===== src/rtl/uart_cfg_frame_parser.sv =====
// Assembles 14-byte UART config frames (0x55 | 11 payload | checksum | 0xAA) into PWM/DDS config registers.
// Optional macro FRAME_CHECK_EN enables checksum comparison; without it the checksum byte is consumed unchecked.
module uart_cfg_frame_parser #(
  parameter logic [7:0]  HEADER       = 8'h55,
  parameter logic [7:0]  TAILER       = 8'hAA,
  parameter int unsigned TIMEOUT_CLKS = 20000
) (
  input  logic        sys_clk,
  input  logic        sys_rst,
  input  logic        rx_done,
  input  logic [7:0]  rx_data,
  output logic [7:0]  reg_func,
  output logic [7:0]  hs_pwm_ch,
  output logic [7:0]  hs_ctrl_sta,
  output logic [7:0]  duty_num,
  output logic [15:0] pulse_dessert,
  output logic [7:0]  pulse_num,
  output logic [31:0] pat,
  output logic        cfg_valid,
  output logic        frame_err,
  output logic [1:0]  err_code,
  output logic [15:0] frame_ok_cnt
);

  // state   | meaning
  // IDLE    | hunting for HEADER, other bytes dropped
  // PAYLOAD | storing the 11 payload bytes into the shadow buffer
  // CHECK   | next byte is the checksum
  // TAIL    | next byte must be TAILER; commit or reject the frame
  localparam logic [1:0] ST_IDLE    = 2'd0;
  localparam logic [1:0] ST_PAYLOAD = 2'd1;
  localparam logic [1:0] ST_CHECK   = 2'd2;
  localparam logic [1:0] ST_TAIL    = 2'd3;

  localparam int unsigned    TMO_W    = $clog2(TIMEOUT_CLKS + 1);
  localparam logic [TMO_W-1:0] TMO_LOAD = TMO_W'(TIMEOUT_CLKS - 1);

  logic [1:0]       state;
  logic [3:0]       idx;
  logic [7:0]       shadow [0:10];
  logic [TMO_W-1:0] tmo_left;
  logic             tmo_fire;
  logic             bad_sum;

  // Down-counter reaches zero on the TIMEOUT_CLKS-th silent cycle; a byte in that cycle wins.
  assign tmo_fire = (state != ST_IDLE) && !rx_done && (tmo_left == '0);

`ifdef FRAME_CHECK_EN
  logic [7:0] sum;

  always_ff @(posedge sys_clk) begin
    if (sys_rst) begin
      sum     <= '0;
      bad_sum <= 1'b0;
    end else if (rx_done) begin
      case (state)
        ST_IDLE:    sum     <= '0;
        ST_PAYLOAD: sum     <= sum + rx_data;
        ST_CHECK:   bad_sum <= (rx_data != sum);
        default:    ;
      endcase
    end
  end
`else
  assign bad_sum = 1'b0;
`endif

  always_ff @(posedge sys_clk) begin
    if (sys_rst) begin
      state         <= ST_IDLE;
      idx           <= '0;
      tmo_left      <= '0;
      for (int i = 0; i < 11; i++) shadow[i] <= '0;
      reg_func      <= '0;
      hs_pwm_ch     <= '0;
      hs_ctrl_sta   <= '0;
      duty_num      <= '0;
      pulse_dessert <= '0;
      pulse_num     <= '0;
      pat           <= '0;
      cfg_valid     <= 1'b0;
      frame_err     <= 1'b0;
      err_code      <= '0;
      frame_ok_cnt  <= '0;
    end else begin
      cfg_valid <= 1'b0;
      frame_err <= 1'b0;

      if (rx_done)
        tmo_left <= TMO_LOAD;
      else if (state != ST_IDLE && tmo_left != '0)
        tmo_left <= tmo_left - TMO_W'(1);

      if (tmo_fire) begin
        frame_err <= 1'b1;
        err_code  <= 2'b11;
        state     <= ST_IDLE;
      end else if (rx_done) begin
        case (state)
          ST_IDLE: begin
            if (rx_data == HEADER) begin
              state <= ST_PAYLOAD;
              idx   <= '0;
            end
          end
          ST_PAYLOAD: begin
            shadow[idx] <= rx_data;
            if (idx == 4'd10)
              state <= ST_CHECK;
            else
              idx <= idx + 4'd1;
          end
          ST_CHECK: state <= ST_TAIL;
          ST_TAIL: begin
            state <= ST_IDLE;
            // A bad tail outranks a bad checksum.
            if (rx_data != TAILER) begin
              frame_err <= 1'b1;
              err_code  <= 2'b10;
            end else if (bad_sum) begin
              frame_err <= 1'b1;
              err_code  <= 2'b01;
            end else begin
              reg_func      <= shadow[0];
              hs_pwm_ch     <= shadow[1];
              hs_ctrl_sta   <= shadow[2];
              duty_num      <= shadow[3];
              pulse_dessert <= {shadow[4], shadow[5]};
              pulse_num     <= shadow[6];
              pat           <= {shadow[7], shadow[8], shadow[9], shadow[10]};
              cfg_valid     <= 1'b1;
              if (frame_ok_cnt != 16'hFFFF)
                frame_ok_cnt <= frame_ok_cnt + 16'd1;
            end
          end
          default: state <= ST_IDLE;
        endcase
      end
    end
  end

endmodule


===== config.mk =====
export PLATFORM = sky130hd
export DESIGN_NAME = uart_cfg_frame_parser
export DESIGN_NICKNAME = d
export VERILOG_FILES = /design/src/rtl/uart_cfg_frame_parser.sv
export SDC_FILE = /design/constraint.sdc
export NUM_CORES = 1
export LEC_CHECK = 0
export ABC_AREA = 1
export BUFFER_PORTS_ARGS = -buffer_cell sky130_fd_sc_hd__clkbuf_2
export CAP_MARGIN = 10
export CORE_MARGIN = 4
export CORE_UTILIZATION = 55
export DETAILED_ROUTE_END_ITERATION = 7
export GPL_TIMING_DRIVEN = 0
export PLACE_DENSITY = 0.77
export SKIP_LAST_GASP = 1
export SLEW_MARGIN = 5
export SYNTH_ARGS = -nofsm -noshare
export SYNTH_HDL_FRONTEND = slang
export SYNTH_SLANG_ARGS = --single-unit

===== constraint.sdc =====
create_clock -name sys_clk -period 2.75 [get_ports sys_clk]
set_input_delay 0.4125 -clock sys_clk [delete_from_list [all_inputs] [get_ports sys_clk]]
set_output_delay 0.4125 -clock sys_clk [all_outputs]
set_load 0.02 [all_outputs]

==> results of run 1 <==
critical path, cell delays in order (launching register included):
cell and delay (ns):
dfxtp_1 0.34, inv_1 0.08, ha_1 0.24, nand2_1 0.13
nor2_2 0.13, inv_2 0.10, nor2_4 0.11, inv_2 0.07
nor2_4 0.16, nand2_2 0.18, nand2_1 0.32
through the flow:
step	hold slack (ns)	power, mW	utilization [%]
final	0.2098	6.783	67.44
after global routing	0.2437	6.988	67.44
after CTS	0.2054	6.805	67.44
after detailed placement	0.4471	3.639	62.12
after global placement	0.4435	3.633	62.07
after floorplan	0.4291	3.580	-
registers in the layout (all words and copies together), names as in the netlist:
signal and count:
frame_err 1, frame_ok_cnt 16, pulse_dessert 16, state 2
cfg_valid 1, hs_pwm_ch 8, reg_func 8, pat 32
tmo_left 15, err_code 2, shadow 88, hs_ctrl_sta 8
pulse_num 8, duty_num 8, idx 4
path summary, 6_finish.rpt:
check | startpoint | to | slack (ns)
max | state[1] | shadow[1][6] | 0.55
min | sys_rst | idx[2] | 0.21
max reg2reg | state[1] | shadow[1][6] | 0.55
min reg2reg | shadow[9][6] | pat[14] | 0.45
area by class of cell:
type | count | area, um2 | share of cell area, %
flip-flops and latches | 217 | 5145 | 50.00
multi-input cells | 661 | 3007 | 29.22
clock buffers | 34 | 732.0 | 7.113
repair buffers | 117 | 585.6 | 5.691
inverters | 71 | 269.0 | 2.614
well taps | 211 | 264.0 | 2.566
plain buffers | 41 | 209.0 | 2.031
clock inverters | 8 | 78.83 | 0.7660
power by group:
part	total (mW)	switching (mW)	internal (mW)
sequential	3.40	0.0220	3.37
clock	3.21	1.26	1.95
combinational	0.177	0.129	0.0478
total	6.78	1.41	5.38
logic make-up after synthesis:
kind of cell / Yosys count / synth area share (%)
AO/OA/AOI/OAI: 150 / 8.881
XOR/XNOR: 10 / 1.016
adder cells (fa/ha/maj): 9 / 1.306
buffers and inverters: 112 / 5.543
flip-flops: 217 / 59.67
AND/OR/NAND/NOR: 492 / 23.58
cell usage in the layout, fill, tap and decap left out, drive strengths merged:
cell type and instances:
bufinv 1, buf 30, clkbuf 162, ha 9, edfxtp 80, o21ai 109
dfxtp 137, nand4 14, inv 73, a21oi 37, o41ai 1, o21bai 3
nand3 32, clkinv 5, nor2 321, or2 1, nor3 1, xnor2 4
nor3b 1, xor2 6, nand3b 2, nand2 120
metal layers:
layer | global-route usage (%) | routed length (um) | up-vias
li1 | - | - | 3497
met1 | 29.78 | 8706 | 3280
met2 | 39.59 | 9895 | 239
met3 | 4.267 | 1433 | 51
met4 | 7.086 | 518 | 0
met5 | 0 | 0 | -
==> run_results.csv, run 1 <==
group,metric,value,unit
status,status,"complete, no violations",
yosys,synth_most_common_cell,"nor2_1",
global_routing,grt_max_degree,15,
floorplan,ios,119,
detailed_routing,drc,0,
final_layout,fin_area,10290,um2
yosys,synth-seq-cells,217,
yosys,synth_edf_count,80,
yosys,ys.warnings.count,0,
sta,hold_viol,0,
sta,fin_crit_sh,79.94,%
placement,dp_slack,0.5177,ns
final_layout,antennaDiodeCount,0,
placement,routabilityCongestion,0.9824,
global_routing,grt_pass1_vias,6832,
detailed_routing,antenna_left,0,
clock_network,clk_latency,0.52,ns
placement,hpwlAfterDp,14190,um
yosys,ys.flop_type,"dfxtp_1",
sta,relSlewSlack,32.17,%
setup_path,worstPathRequired,2.94,ns
floorplan,die_area,17740,um2
clock_network,cts_buffers,23,
floorplan,rows,45,
final_layout,layout-drive-gt1-share,18.45,%
clock_network,ctsHoldBuffers,0,
yosys,synth_top_area_share,31.81,%
global_routing,grt_pass1_wl,33470,um
floorplan,die_height,133.2,um
floorplan,initial_core_util,56.51,%
setup_path,cp_max_fo,9,
hold_path,hold_depth,2,
flow_run,max_cap_viol_count,0,
hold_path,hp-class,"input port to register",
sta,worstMarginPinSlew,1.006,ns
pwr,leakage,4.521,nW
pwr,peakVddDrop,0.4055,mV
placement,io_buffer_count,117,
yosys,syn_inst,990,
global_routing,grt_use_total,23.05,%
detailed_routing,firstDrtPassIters,5,
sta,finalMaxSlewViolations,0,
final_layout,final_net_count,1152,
detailed_routing,via_per_inst,5.196,
sta,max_freq,0.4549,GHz
sta,finClkSkew,0.01831,ns
setup_path,crit_path_end_kind,"register",
clock_network,cts_buffer_depth,3,
detailed_routing,wirelength,20550,um
floorplan,core_area,15260,um2
setup_path,crit_type,"register to register",
yosys,async_flop_share,0,%
sta,setup_slack,0.5515,ns
yosys,yosysTopAreaCell,"dfxtp_1",
clock_network,clk_pin_slew_worst_paths,0.06,ns
clock_network,clock-root-buffer,"clkbuf_16",
yosys,synth_area,8622,um2
yosys,avgSynthCellArea,8.709,um2
final_layout,fin_cells,1360,
detailed_routing,drtIter0Drc,656,
yosys,synth_cell_types,34,
yosys,yosysSeqAreaShare,59.67,%
sta,period_minus_slack,2.198,ns
setup_path,cp-start-kind,"register",
final_layout,area_delta_synth_final,19.34,%
clock_network,clock-sinks,217,
clock_network,htree_levels,1,
detailed_routing,vias,7067,
global_routing,antenna_found_initial,0,
placement,place_area,9479,um2
clock_network,postCtsSetupBuffers,0,
setup_path,arrival,2.39,ns
yosys,syn-num-nets,1010,
yosys,synth_common_cells,"nor2_1 (312), dfxtp_1 (137), nand2_1 (110)",
setup_path,r2r_cells,10,
sta,setup_tns,0,ns
sta,rsz0062_at_grt,"false",
yosys,synthTopCellsByArea,"dfxtp_1 (32%), edfxtp_1 (28%), nor2_1 (14%)",
final_layout,num-fill-cells,1232,
placement,dp.cells,1318,
pwr,powerDensity,659.1,nW/um2
sta,finalSetupViolCount,0,
detailed_routing,wl_per_cell,15.11,um
global_routing,grt_overflow_total,0,
clock_network,ctsResizeCount,0,
floorplan,fp.dieW,133.2,um
clock_network,cts_tree,"done",
No activity file was read; power rests on OpenSTA's default activity.
==> run 2, diff against run 1 <==
==> constraint.sdc (replaced) <==
create_clock -name sys_clk -period 2.12 [get_ports sys_clk]
set_input_delay 0.318 -clock sys_clk [delete_from_list [all_inputs] [get_ports sys_clk]]
set_output_delay 0.318 -clock sys_clk [all_outputs]
set_load 0.02 [all_outputs]
==> run 2 against run 1 <==
Register-to-register slack got worse by 0.50 ns. First-iteration DRC count increased by 1.1%. Sequential cell count unchanged. Routed wire length increased by 0.18%. Fmax increased by 6.3%. Clock skew about the same. Clock power increased by 29%. Sequential share of layout area decreased by 0.33 points. Critical endpoint is now shadow[1][0]. Largest cell class unchanged. Largest power group unchanged.
==> run_results.csv, run 2 (synthesis gave the netlist of run 1 again) <==
group,metric,value,unit
pwr,peakVddDrop,0.5272,mV
final_layout,layout-drive-gt1-share,19.41,%
placement,dp_slack,-0.1123,ns
detailed_routing,wl_per_cell,15.14,um
final_layout,final_net_count,1152,
clock_network,ctsHoldBuffers,0,
floorplan,rows,45,
global_routing,antenna_found_initial,0,
global_routing,grt_pass1_vias,6837,
placement,io_buffer_count,117,
setup_path,cp-start-kind,"register",
hold_path,hp-class,"input port to register",
pwr,powerDensity,849.1,nW/um2
detailed_routing,drc,0,
detailed_routing,antenna_left,0,
final_layout,layout_commonest_cell,"nor2_1",
final_layout,top_regs,"shadow: 88 flops, pat: 32 flops",
floorplan,ios,119,
pwr,leakage,4.555,nW
setup_path,worstPathRequired,2.34,ns
setup_path,crit_type,"register to register",
clock_network,cts_buffer_depth,3,
detailed_routing,firstDrtPassIters,7,
sta,relSlewSlack,33.38,%
floorplan,fp.dieW,133.2,um
clock_network,clock-sinks,217,
placement,routabilityCongestion,0.9824,
sta,finalMaxSlewViolations,0,
detailed_routing,via_per_inst,5.204,
global_routing,grt_overflow_total,0,
setup_path,arrival,2.29,ns
sta,setup_slack,0.05254,ns
sta,setup_tns,0,ns
sta,hold_viol,0,
hold_path,hold_depth,2,
final_layout,final_cell_mix,"nor2_1 (311), dfxtp_1 (137), clkbuf_2 (117), o21ai_0 (106), nand2_1 (101)",
floorplan,die_height,133.2,um
final_layout,antennaDiodeCount,0,
placement,place_area,9479,um2
final_layout,area_delta_synth_final,20.13,%
floorplan,die_area,17740,um2
clock_network,cts_tree,"done",
final_layout,fin_area,10360,um2
status,status,"complete, no violations",
setup_path,crit_path_end_kind,"register",
setup_path,cp_max_fo,9,
floorplan,core_area,15260,um2
final_layout,largest-register,"shadow",
detailed_routing,vias,7077,
sta,rsz0062_at_grt,"true",
clock_network,cts_buffers,23,
sta,finalSetupViolCount,0,
pwr,power,8.794,mW
sta,fin_crit_sh,97.52,%
global_routing,grt_pass1_wl,33480,um
global_routing,grt_max_degree,15,
clock_network,clock-root-buffer,"clkbuf_16",
clock_network,clk_latency,0.52,ns
floorplan,initial_core_util,56.51,%
clock_network,htree_levels,1,
setup_path,r2r_cells,10,
detailed_routing,wirelength,20590,um
detailed_routing,drtIter0Drc,663,
placement,hpwlAfterDp,14190,um
sta,finClkSkew,0.01834,ns
sta,max_freq,0.4837,GHz
placement,dp.cells,1318,
sta,period_minus_slack,2.067,ns
final_layout,largest_reg_flops,88,
clock_network,postCtsSetupBuffers,0,
sta,fin_hold_ws,0.1141,ns
flow_run,max_cap_viol_count,0,
global_routing,grt_use_total,23.05,%
sta,worstMarginPinSlew,0.9885,ns
final_layout,fin_cells,1360,
clock_network,clk_pin_slew_worst_paths,0.06,ns
final_layout,fin_util,67.88,%
==> run 2: what timing repair did <==
item                                   4_1_cts  5_1_grt
endpoints found under the hold margin        0        0
cloned                                       0        0
gates resized for setup                      5       14
setup endpoints to repair                   34       90
==> run 2: path summary, 6_finish.rpt <==
path                startpoint            to  slack [ns]
setup reg to reg      state[1]  shadow[1][0]        0.05
hold / removal         sys_rst        idx[2]        0.11
setup / recovery      state[1]  shadow[1][0]        0.05
hold reg to reg   shadow[9][6]       pat[14]        0.45
==> run 2: cell type report <==
cell class | count | area [um2]
Sequential cell | 217 | 5145
Fill cell | 1225 | 4901
Multi-Input combinational cell | 661 | 3074
Inverter | 71 | 269.0
Buffer | 41 | 209.0
Tap cell | 211 | 264.0
Timing Repair Buffer | 117 | 585.6
Clock inverter | 8 | 78.83
Clock buffer | 34 | 732.0
==> run 2: layer usage <==
metal	global-route usage (%)	vias to the layer above	share of wire (%)
met3	4.267	48	7.8
li1	-	3500	-
met2	39.62	248	48
met1	29.78	3281	42
met4	7.086	0	2.5
met5	0	-	0
==> run 2: worst max-delay path, cell delays in order, from the launching register on <==
cell and delay (ns):
dfxtp_1 0.34, inv_1 0.09, ha_2 0.22, nand2_1 0.11, nor2_2 0.12, inv_2 0.10
nor2_4 0.11, inv_2 0.07, nor2_4 0.20, nand2_2 0.22, nand2_4 0.18
==> run 2: where the power goes <==
group | switching [mW] | internal [mW]
clock | 1.62 | 2.53
combinational | 0.170 | 0.0663
sequential | 0.0289 | 4.38
